### src/rtl/paint_pkg.sv
// ----------------------------------------------------------------------------
// paint_pkg
// Shared definitions for the paint control unit:
//   - state_t       : controller states (IDLE / BRUSH / CLEAR)
//   - DIR_*         : bit positions inside the 4-bit direction input
//   - pix_addr()    : linear framebuffer address, row*width + col
//   - cursor_step() : one cursor step along an axis, clamping or wrapping
// No ports; imported by paint_ctrl.
// ----------------------------------------------------------------------------
package paint_pkg;

    typedef enum logic [1:0] {
        ST_IDLE  = 2'd0,
        ST_BRUSH = 2'd1,
        ST_CLEAR = 2'd2
    } state_t;

    localparam logic [1:0] DIR_UP    = 2'd0;
    localparam logic [1:0] DIR_DOWN  = 2'd1;
    localparam logic [1:0] DIR_LEFT  = 2'd2;
    localparam logic [1:0] DIR_RIGHT = 2'd3;

    // Computed at 32 bits; callers truncate to their X_W+Y_W address width,
    // which always holds any on-canvas address.
    function automatic logic [31:0] pix_addr(input logic [31:0] row,
                                             input logic [31:0] col,
                                             input logic [31:0] hpix);
        return row * hpix + col;
    endfunction

    // Opposing requests cancel. At an edge the position either saturates or
    // wraps to the opposite edge depending on 'wrap'.
    function automatic logic [31:0] cursor_step(input logic [31:0] pos,
                                                input logic        dec,
                                                input logic        inc,
                                                input logic [31:0] max_pos,
                                                input logic        wrap);
        logic [31:0] res;
        res = pos;
        if (dec && !inc) begin
            if (pos == 32'd0) res = wrap ? max_pos : 32'd0;
            else              res = pos - 32'd1;
        end else if (inc && !dec) begin
            if (pos == max_pos) res = wrap ? 32'd0 : max_pos;
            else                res = pos + 32'd1;
        end
        return res;
    endfunction

endpackage

### src/rtl/paint_ctrl_move_tick.sv
// ----------------------------------------------------------------------------
// move_tick
// Free-running divider producing the cursor movement-rate enable.
//   clk    : system clock
//   rst_n  : synchronous active-high reset (counter returns to 0)
//   o_tick : high for one cycle whenever the count equals MOVE_DIV-1
// ----------------------------------------------------------------------------
module move_tick #(
    parameter int MOVE_DIV = 10000000
) (
    input  logic clk,
    input  logic rst_n,
    output logic o_tick
);

    localparam int CW = (MOVE_DIV > 1) ? $clog2(MOVE_DIV) : 1;
    localparam logic [CW-1:0] LAST = CW'(MOVE_DIV - 1);

    logic [CW-1:0] r_cnt;

    always_ff @(posedge clk) begin
        if (rst_n) begin
            r_cnt <= '0;
        end else if (r_cnt == LAST) begin
            r_cnt <= '0;
        end else begin
            r_cnt <= r_cnt + CW'(1);
        end
    end

    assign o_tick = (r_cnt == LAST);

endmodule

### src/rtl/paint_ctrl.sv
// ----------------------------------------------------------------------------
// paint_ctrl
// Cursor + brush/clear engine driving a framebuffer write port.
//   clk    in  : system clock
//   rst_n  in  : synchronous active-high reset
//   rgb    in  : brush colour (captured when a brush starts)
//   dir    in  : [0] up, [1] down, [2] left, [3] right
//   draw   in  : paint a brush square at the cursor on a movement tick
//   clear  in  : one-cycle request to fill the whole canvas with CLEAR_COLOR
//   brush  in  : brush side length minus one (side 1..4)
//   x, y   out : cursor column / row
//   we     out : framebuffer write enable
//   waddr  out : framebuffer address (row*H_PIX + col)
//   wdata  out : framebuffer write data
//   busy   out : high while a brush or clear operation is emitting pixels
// All outputs are registered.
// ----------------------------------------------------------------------------
module paint_ctrl
    import paint_pkg::*;
#(
    parameter int H_PIX    = 256,
    parameter int V_PIX    = 256,
    parameter int X_W      = 8,
    parameter int Y_W      = 8,
    parameter int COLOR_W  = 12,
    parameter int MOVE_DIV = 10000000,
    parameter int WRAP     = 0,
    parameter logic [COLOR_W-1:0] CLEAR_COLOR = 12'hFFF
) (
    input  logic                 clk,
    input  logic                 rst_n,
    input  logic [COLOR_W-1:0]   rgb,
    input  logic [3:0]           dir,
    input  logic                 draw,
    input  logic                 clear,
    input  logic [1:0]           brush,
    output logic [X_W-1:0]       x,
    output logic [Y_W-1:0]       y,
    output logic                 we,
    output logic [X_W+Y_W-1:0]   waddr,
    output logic [COLOR_W-1:0]   wdata,
    output logic                 busy
);

    localparam int AW = X_W + Y_W;
    localparam logic [AW-1:0] LAST_ADDR = AW'(H_PIX * V_PIX - 1);

    state_t              r_state, r_state_next;
    logic [X_W-1:0]      r_x, r_x_next;
    logic [Y_W-1:0]      r_y, r_y_next;
    logic [X_W-1:0]      r_ax, r_ax_next;        // brush anchor column
    logic [Y_W-1:0]      r_ay, r_ay_next;        // brush anchor row
    logic [COLOR_W-1:0]  r_color, r_color_next;
    logic [1:0]          r_size, r_size_next;    // side length minus one
    logic [1:0]          r_dx, r_dx_next;        // offset of the next pixel to emit
    logic [1:0]          r_dy, r_dy_next;
    logic                r_done, r_done_next;    // last pixel/address already emitted
    logic [AW-1:0]       r_cnt, r_cnt_next;      // next clear address
    logic                r_we, r_we_next;
    logic [AW-1:0]       r_waddr, r_waddr_next;
    logic [COLOR_W-1:0]  r_wdata, r_wdata_next;
    logic                r_busy, r_busy_next;

    logic                w_tick;
    logic [X_W-1:0]      w_x_step;
    logic [Y_W-1:0]      w_y_step;
    logic [X_W+1:0]      w_col;
    logic [Y_W+1:0]      w_row;
    logic                w_on;
    logic                w_last_dx;
    logic                w_last_px;

    move_tick #(
        .MOVE_DIV (MOVE_DIV)
    ) u_move_tick (
        .clk    (clk),
        .rst_n  (rst_n),
        .o_tick (w_tick)
    );

    assign w_x_step = X_W'(cursor_step(32'(r_x), dir[DIR_LEFT], dir[DIR_RIGHT],
                                       32'(H_PIX - 1), WRAP != 0));
    assign w_y_step = Y_W'(cursor_step(32'(r_y), dir[DIR_UP], dir[DIR_DOWN],
                                       32'(V_PIX - 1), WRAP != 0));

    // Brush pixels are computed two bits wider so positions past the right or
    // bottom edge are detected and suppressed instead of wrapping.
    assign w_col = (X_W+2)'(r_ax) + (X_W+2)'(r_dx);
    assign w_row = (Y_W+2)'(r_ay) + (Y_W+2)'(r_dy);
    assign w_on  = (w_col < (X_W+2)'(H_PIX)) && (w_row < (Y_W+2)'(V_PIX));

    assign w_last_dx = (r_dx == r_size);
    assign w_last_px = w_last_dx && (r_dy == r_size);

    always_comb begin
        r_state_next = r_state;
        r_x_next     = r_x;
        r_y_next     = r_y;
        r_ax_next    = r_ax;
        r_ay_next    = r_ay;
        r_color_next = r_color;
        r_size_next  = r_size;
        r_dx_next    = r_dx;
        r_dy_next    = r_dy;
        r_done_next  = r_done;
        r_cnt_next   = r_cnt;
        r_we_next    = 1'b0;
        r_waddr_next = r_waddr;
        r_wdata_next = r_wdata;
        r_busy_next  = r_busy;

        case (r_state)
            ST_IDLE: begin
                if (clear) begin
                    // Address 0 goes out on this edge; r_cnt points at the next one.
                    r_state_next = ST_CLEAR;
                    r_we_next    = 1'b1;
                    r_waddr_next = '0;
                    r_wdata_next = CLEAR_COLOR;
                    r_busy_next  = 1'b1;
                    r_cnt_next   = AW'(1);
                    r_done_next  = (LAST_ADDR == '0);
                end else if (w_tick) begin
                    r_x_next = w_x_step;
                    r_y_next = w_y_step;
                    if (draw) begin
                        // Pixel (0,0) sits on the post-move cursor, so it is
                        // always on the canvas and is emitted right away.
                        r_state_next = ST_BRUSH;
                        r_ax_next    = w_x_step;
                        r_ay_next    = w_y_step;
                        r_color_next = rgb;
                        r_size_next  = brush;
                        r_we_next    = 1'b1;
                        r_waddr_next = AW'(pix_addr(32'(w_y_step), 32'(w_x_step), 32'(H_PIX)));
                        r_wdata_next = rgb;
                        r_busy_next  = 1'b1;
                        r_dx_next    = (brush == 2'd0) ? 2'd0 : 2'd1;
                        r_dy_next    = 2'd0;
                        r_done_next  = (brush == 2'd0);
                    end
                end
            end

            ST_BRUSH: begin
                if (r_done) begin
                    r_state_next = ST_IDLE;
                    r_busy_next  = 1'b0;
                end else begin
                    r_we_next = w_on;
                    if (w_on) begin
                        r_waddr_next = AW'(pix_addr(32'(w_row), 32'(w_col), 32'(H_PIX)));
                        r_wdata_next = r_color;
                    end
                    if (w_last_dx) begin
                        r_dx_next = 2'd0;
                        r_dy_next = r_dy + 2'd1;
                    end else begin
                        r_dx_next = r_dx + 2'd1;
                    end
                    r_done_next = w_last_px;
                end
            end

            ST_CLEAR: begin
                if (r_done) begin
                    r_state_next = ST_IDLE;
                    r_busy_next  = 1'b0;
                end else begin
                    r_we_next    = 1'b1;
                    r_waddr_next = r_cnt;
                    r_wdata_next = CLEAR_COLOR;
                    r_cnt_next   = r_cnt + AW'(1);
                    r_done_next  = (r_cnt == LAST_ADDR);
                end
            end

            default: begin
                r_state_next = ST_IDLE;
                r_busy_next  = 1'b0;
            end
        endcase
    end

    always_ff @(posedge clk) begin
        if (rst_n) begin
            r_state <= ST_IDLE;
            r_x     <= X_W'(H_PIX / 2);
            r_y     <= Y_W'(V_PIX / 2);
            r_ax    <= '0;
            r_ay    <= '0;
            r_color <= '0;
            r_size  <= '0;
            r_dx    <= '0;
            r_dy    <= '0;
            r_done  <= 1'b0;
            r_cnt   <= '0;
            r_we    <= 1'b0;
            r_waddr <= '0;
            r_wdata <= '0;
            r_busy  <= 1'b0;
        end else begin
            r_state <= r_state_next;
            r_x     <= r_x_next;
            r_y     <= r_y_next;
            r_ax    <= r_ax_next;
            r_ay    <= r_ay_next;
            r_color <= r_color_next;
            r_size  <= r_size_next;
            r_dx    <= r_dx_next;
            r_dy    <= r_dy_next;
            r_done  <= r_done_next;
            r_cnt   <= r_cnt_next;
            r_we    <= r_we_next;
            r_waddr <= r_waddr_next;
            r_wdata <= r_wdata_next;
            r_busy  <= r_busy_next;
        end
    end

    assign x     = r_x;
    assign y     = r_y;
    assign we    = r_we;
    assign waddr = r_waddr;
    assign wdata = r_wdata;
    assign busy  = r_busy;

endmodule

### config.mk
export PLATFORM = sky130hd
export DESIGN_NAME = paint_ctrl
export DESIGN_NICKNAME = d
export VERILOG_FILES = /design/src/rtl/paint_pkg.sv /design/src/rtl/paint_ctrl_move_tick.sv /design/src/rtl/paint_ctrl.sv
export SDC_FILE = /design/constraint.sdc
export NUM_CORES = 1
export LEC_CHECK = 0
export BUFFER_PORTS_ARGS = -buffer_cell sky130_fd_sc_hd__buf_2
export CORE_MARGIN = 2
export CORE_UTILIZATION = 54
export DETAILED_ROUTE_END_ITERATION = 12
export PLACE_DENSITY = 0.77
export SYNTH_ARGS = -nofsm -noshare
export SYNTH_HDL_FRONTEND = slang
export SYNTH_SLANG_ARGS = --single-unit
### constraint.sdc
create_clock -name clk -period 3.99 [get_ports clk]
set_input_delay 0.798 -clock clk [delete_from_list [all_inputs] [get_ports clk]]
set_output_delay 0.798 -clock clk [all_outputs]
set_load 0.05 [all_outputs]
==> results.sh <==
export IMPL_status="completed"
export IMPL_ff2ff_path_depth=12
export IMPL_wl_per_cell_um=15.45
export IMPL_drc=0
export IMPL_period_share_pct=80.63
export IMPL_wirelength_mm=17.25
export IMPL_utilization_pct=63.00
export IMPL_cts_sinks=123
export IMPL_core_area_um2=12570
export IMPL_detailed_place_hpwl_mm=11.79
export IMPL_final_cell_mix="156 x nand2_1, 123 x dfxtp_1, 91 x nor2_1, 73 x a21oi_1, 67 x buf_2"
export IMPL_skew_ns=0.007373
export IMPL_antenna_left=0
export IMPL_r2r_end="waddr[13]"
export IMPL_drtIter0Drc=702
export IMPL_synth_distinct_cells=77
export IMPL_syn_inst=900
export IMPL_synth_edf_count=0
export IMPL_min_delay_start="wdata[7]"
export IMPL_vias=6482
export IMPL_cts_buffer_depth=2
export IMPL_ctsHoldBuffers=0
export IMPL_rsz0062_at_grt="no"
export IMPL_power_density_nw_per_um2=425.5
export IMPL_post_cts_repair_setup_buffers=0
export IMPL_layout_setup_ws_ns=0.7730
export IMPL_firstDrtPassIters=5
export IMPL_pre_cts_slack_ns=0.8109
export IMPL_io_pins=68
export IMPL_yosysSeqAreaShare_pct=35.52
export IMPL_avgSynthCellArea_um2=7.703
export IMPL_start_util_pct=55.16
export IMPL_cp_start_kind="flop"
export IMPL_synth_nets=940
export IMPL_layout_commonest_cell="nand2_1"
export IMPL_worstMarginPinSlew_ns=0.9455
export IMPL_clk_pin_slew_ns=0.05
export IMPL_cap_violations=0
export IMPL_via_per_inst=5.803
export IMPL_drive_gt1_share_pct=12.91
export IMPL_placementRows=41
export IMPL_whs_path_depth=2
export IMPL_vdd_drop_max_v=0.0002670
export IMPL_fin_tns_setup_ns=0
export IMPL_diodes=0
export IMPL_critPathKind="reg2reg"
export IMPL_globalplace_congestion=0.9609
export IMPL_root_buffer="clkbuf_16"
export IMPL_clock_latency_ns=0.42
export IMPL_finalHoldViolCount=0
export IMPL_grt_pass1_wl_mm=28.84
export IMPL_die_width_um=117.3
export IMPL_antenna_found_initial=1
export IMPL_end_kind="flop"
export IMPL_yosysWarnings=0
export IMPL_cts_made_buffers=17
export IMPL_synth_top_flop_cell="dfxtp_1"
export IMPL_ys_ff_latch=123
export IMPL_final_nets=972
export IMPL_die_h_um=117.3
export IMPL_reg2reg_from="r_dx[0]"
export IMPL_critPathArrivalTime_ns=3.56
export IMPL_grt_ovfl_total=0
export IMPL_critPathMaxFanout=9
export IMPL_syn_to_final_growth_pct=14.20
export IMPL_synthArstFlopShare_pct=0
export IMPL_leakage_uw=0.002909
export IMPL_hold_path_class="reg2reg"
export IMPL_max_slew_margin_rel_pct=36.84
export IMPL_slew_violations=0
export IMPL_cts_resized_gates=0
export IMPL_period_needed_ns=3.217
export IMPL_fmax_mhz=310.8
export IMPL_h_tree_depth=4
export IMPL_grt_max_degree=66
export IMPL_grt_pass1_vias=5864
export IMPL_synth_area_um2=6933
export IMPL_cts_tree="yes"
export IMPL_finalSetupViolCount=0
export IMPL_min_to="wdata[7]"
export IMPL_port_buffers=67
export IMPL_ff2ff_setup_slack_ns=0.77
export IMPL_dieArea_um2=13760
export IMPL_grt_util_all_layers_pct=25.33
export IMPL_cp_required_ns=4.33
==> per-layer routing <==
| metal | track usage (%) | up-vias | part of all wire (%) |
|---|---|---|---|
| met2 | 39.44 | 172 | 46 |
| met4 | 10.47 | 0 | 2.6 |
| met1 | 34.03 | 3039 | 45 |
| met5 | 0 | - | 0 |
| li1 | - | 3237 | - |
| met3 | 5.593 | 34 | 5.8 |
==> worst max-delay path by stage <==
stage	from	to	slack (ns)	cells after the start
floorplan	r_dx[1]	waddr[13]	1.07	12
global placement	r_dx[0]	waddr[13]	0.86	12
detailed placement	r_dx[0]	waddr[13]	0.81	12
CTS	r_dx[0]	waddr[13]	0.79	12
global route	r_dx[0]	waddr[13]	0.53	12
finish	r_dx[0]	waddr[13]	0.77	12
==> cell families after synthesis <==
family | after synthesis | share of synthesized area, %
simple gates | 400 | 27.97
compound gates | 210 | 20.38
flops | 123 | 35.52
buf+inv | 95 | 5.541
xor+xnor | 48 | 6.262
fa+ha+maj | 19 | 3.609
mux | 5 | 0.7219
==> Yosys cell counts, drive strengths merged, types with 11 or more instances <==
cell | instances | area, µm²
nor2 | 91 | 341.6
nor3 | 24 | 136.4
o21ai | 21 | 105.1
a21oi | 73 | 365.4
ha | 16 | 200.2
clkbuf | 46 | 172.7
dfxtp | 123 | 2462
buf | 14 | 80.07
a211oi | 34 | 275.3
o211ai | 12 | 90.09
a22oi | 11 | 82.58
or3 | 11 | 68.82
inv | 35 | 131.4
nand4 | 13 | 81.33
xnor2 | 23 | 201.4
nand3 | 31 | 160.1
xor2 | 24 | 210.2
nand2 | 156 | 585.6
==> critical path, cell delays in order, from the launching register on <==
cell     delay, ns
dfxtp_1       0.49
ha_1          0.23
inv_1         0.06
fa_1          0.40
nor2b_1       0.20
and3_1        0.24
ha_1          0.18
nor2b_1       0.18
nand2_1       0.11
maj3_1        0.38
or3_1         0.31
a21o_1        0.18
a41oi_1       0.19
==> per-stage QoR <==
| step | power [µW] | hold WS (ns) | instance area [µm²] | cells |
|---|---|---|---|---|
| finish | 3369 | 0.4518 | 7918 | 1117 |
| global route | 3481 | 0.4653 | 7918 | 1117 |
| CTS | 3388 | 0.4529 | 7918 | 1117 |
| detailed placement | 1762 | 0.4434 | 7283 | 1085 |
| global placement | 1758 | 0.4387 | 7283 | 1085 |
| floorplan | 1656 | 0.4321 | 6933 | 900 |
==> power by group <==
group / internal [µW] / switching [µW] / total (µW) / leakage [µW]
clock network: 1100 / 535 / 1630 / 0.000316
logic: 120 / 315 / 435 / 0.00159
registers: 1270 / 30.6 / 1300 / 0.000999
total: 2490 / 880 / 3370 / 0.00291
==> layout make-up <==
type                       instances  area [µm²]
inverter                          35       131.4
tap                              172       215.2
multi-input combinational        682        4094
clock buffer                      26       529.3
timing repair buffer              73       380.4
sequential                       123        2462
clock inverter                     6       105.1
fill                            1130        4651
==> flip-flops by register name, summed over array words and instances (netlist names) <==
signal             cells
r_ay                   8
r_size                 2
u_move_tick.r_cnt     24
y                      8
we                     1
r_dx                   2
r_ax                   8
wdata                 12
r_dy                   2
x                      8
r_cnt                 16
waddr                 16
busy                   1
r_color               12
r_done                 1
r_state                2
Power figures use the tool's default switching activity.
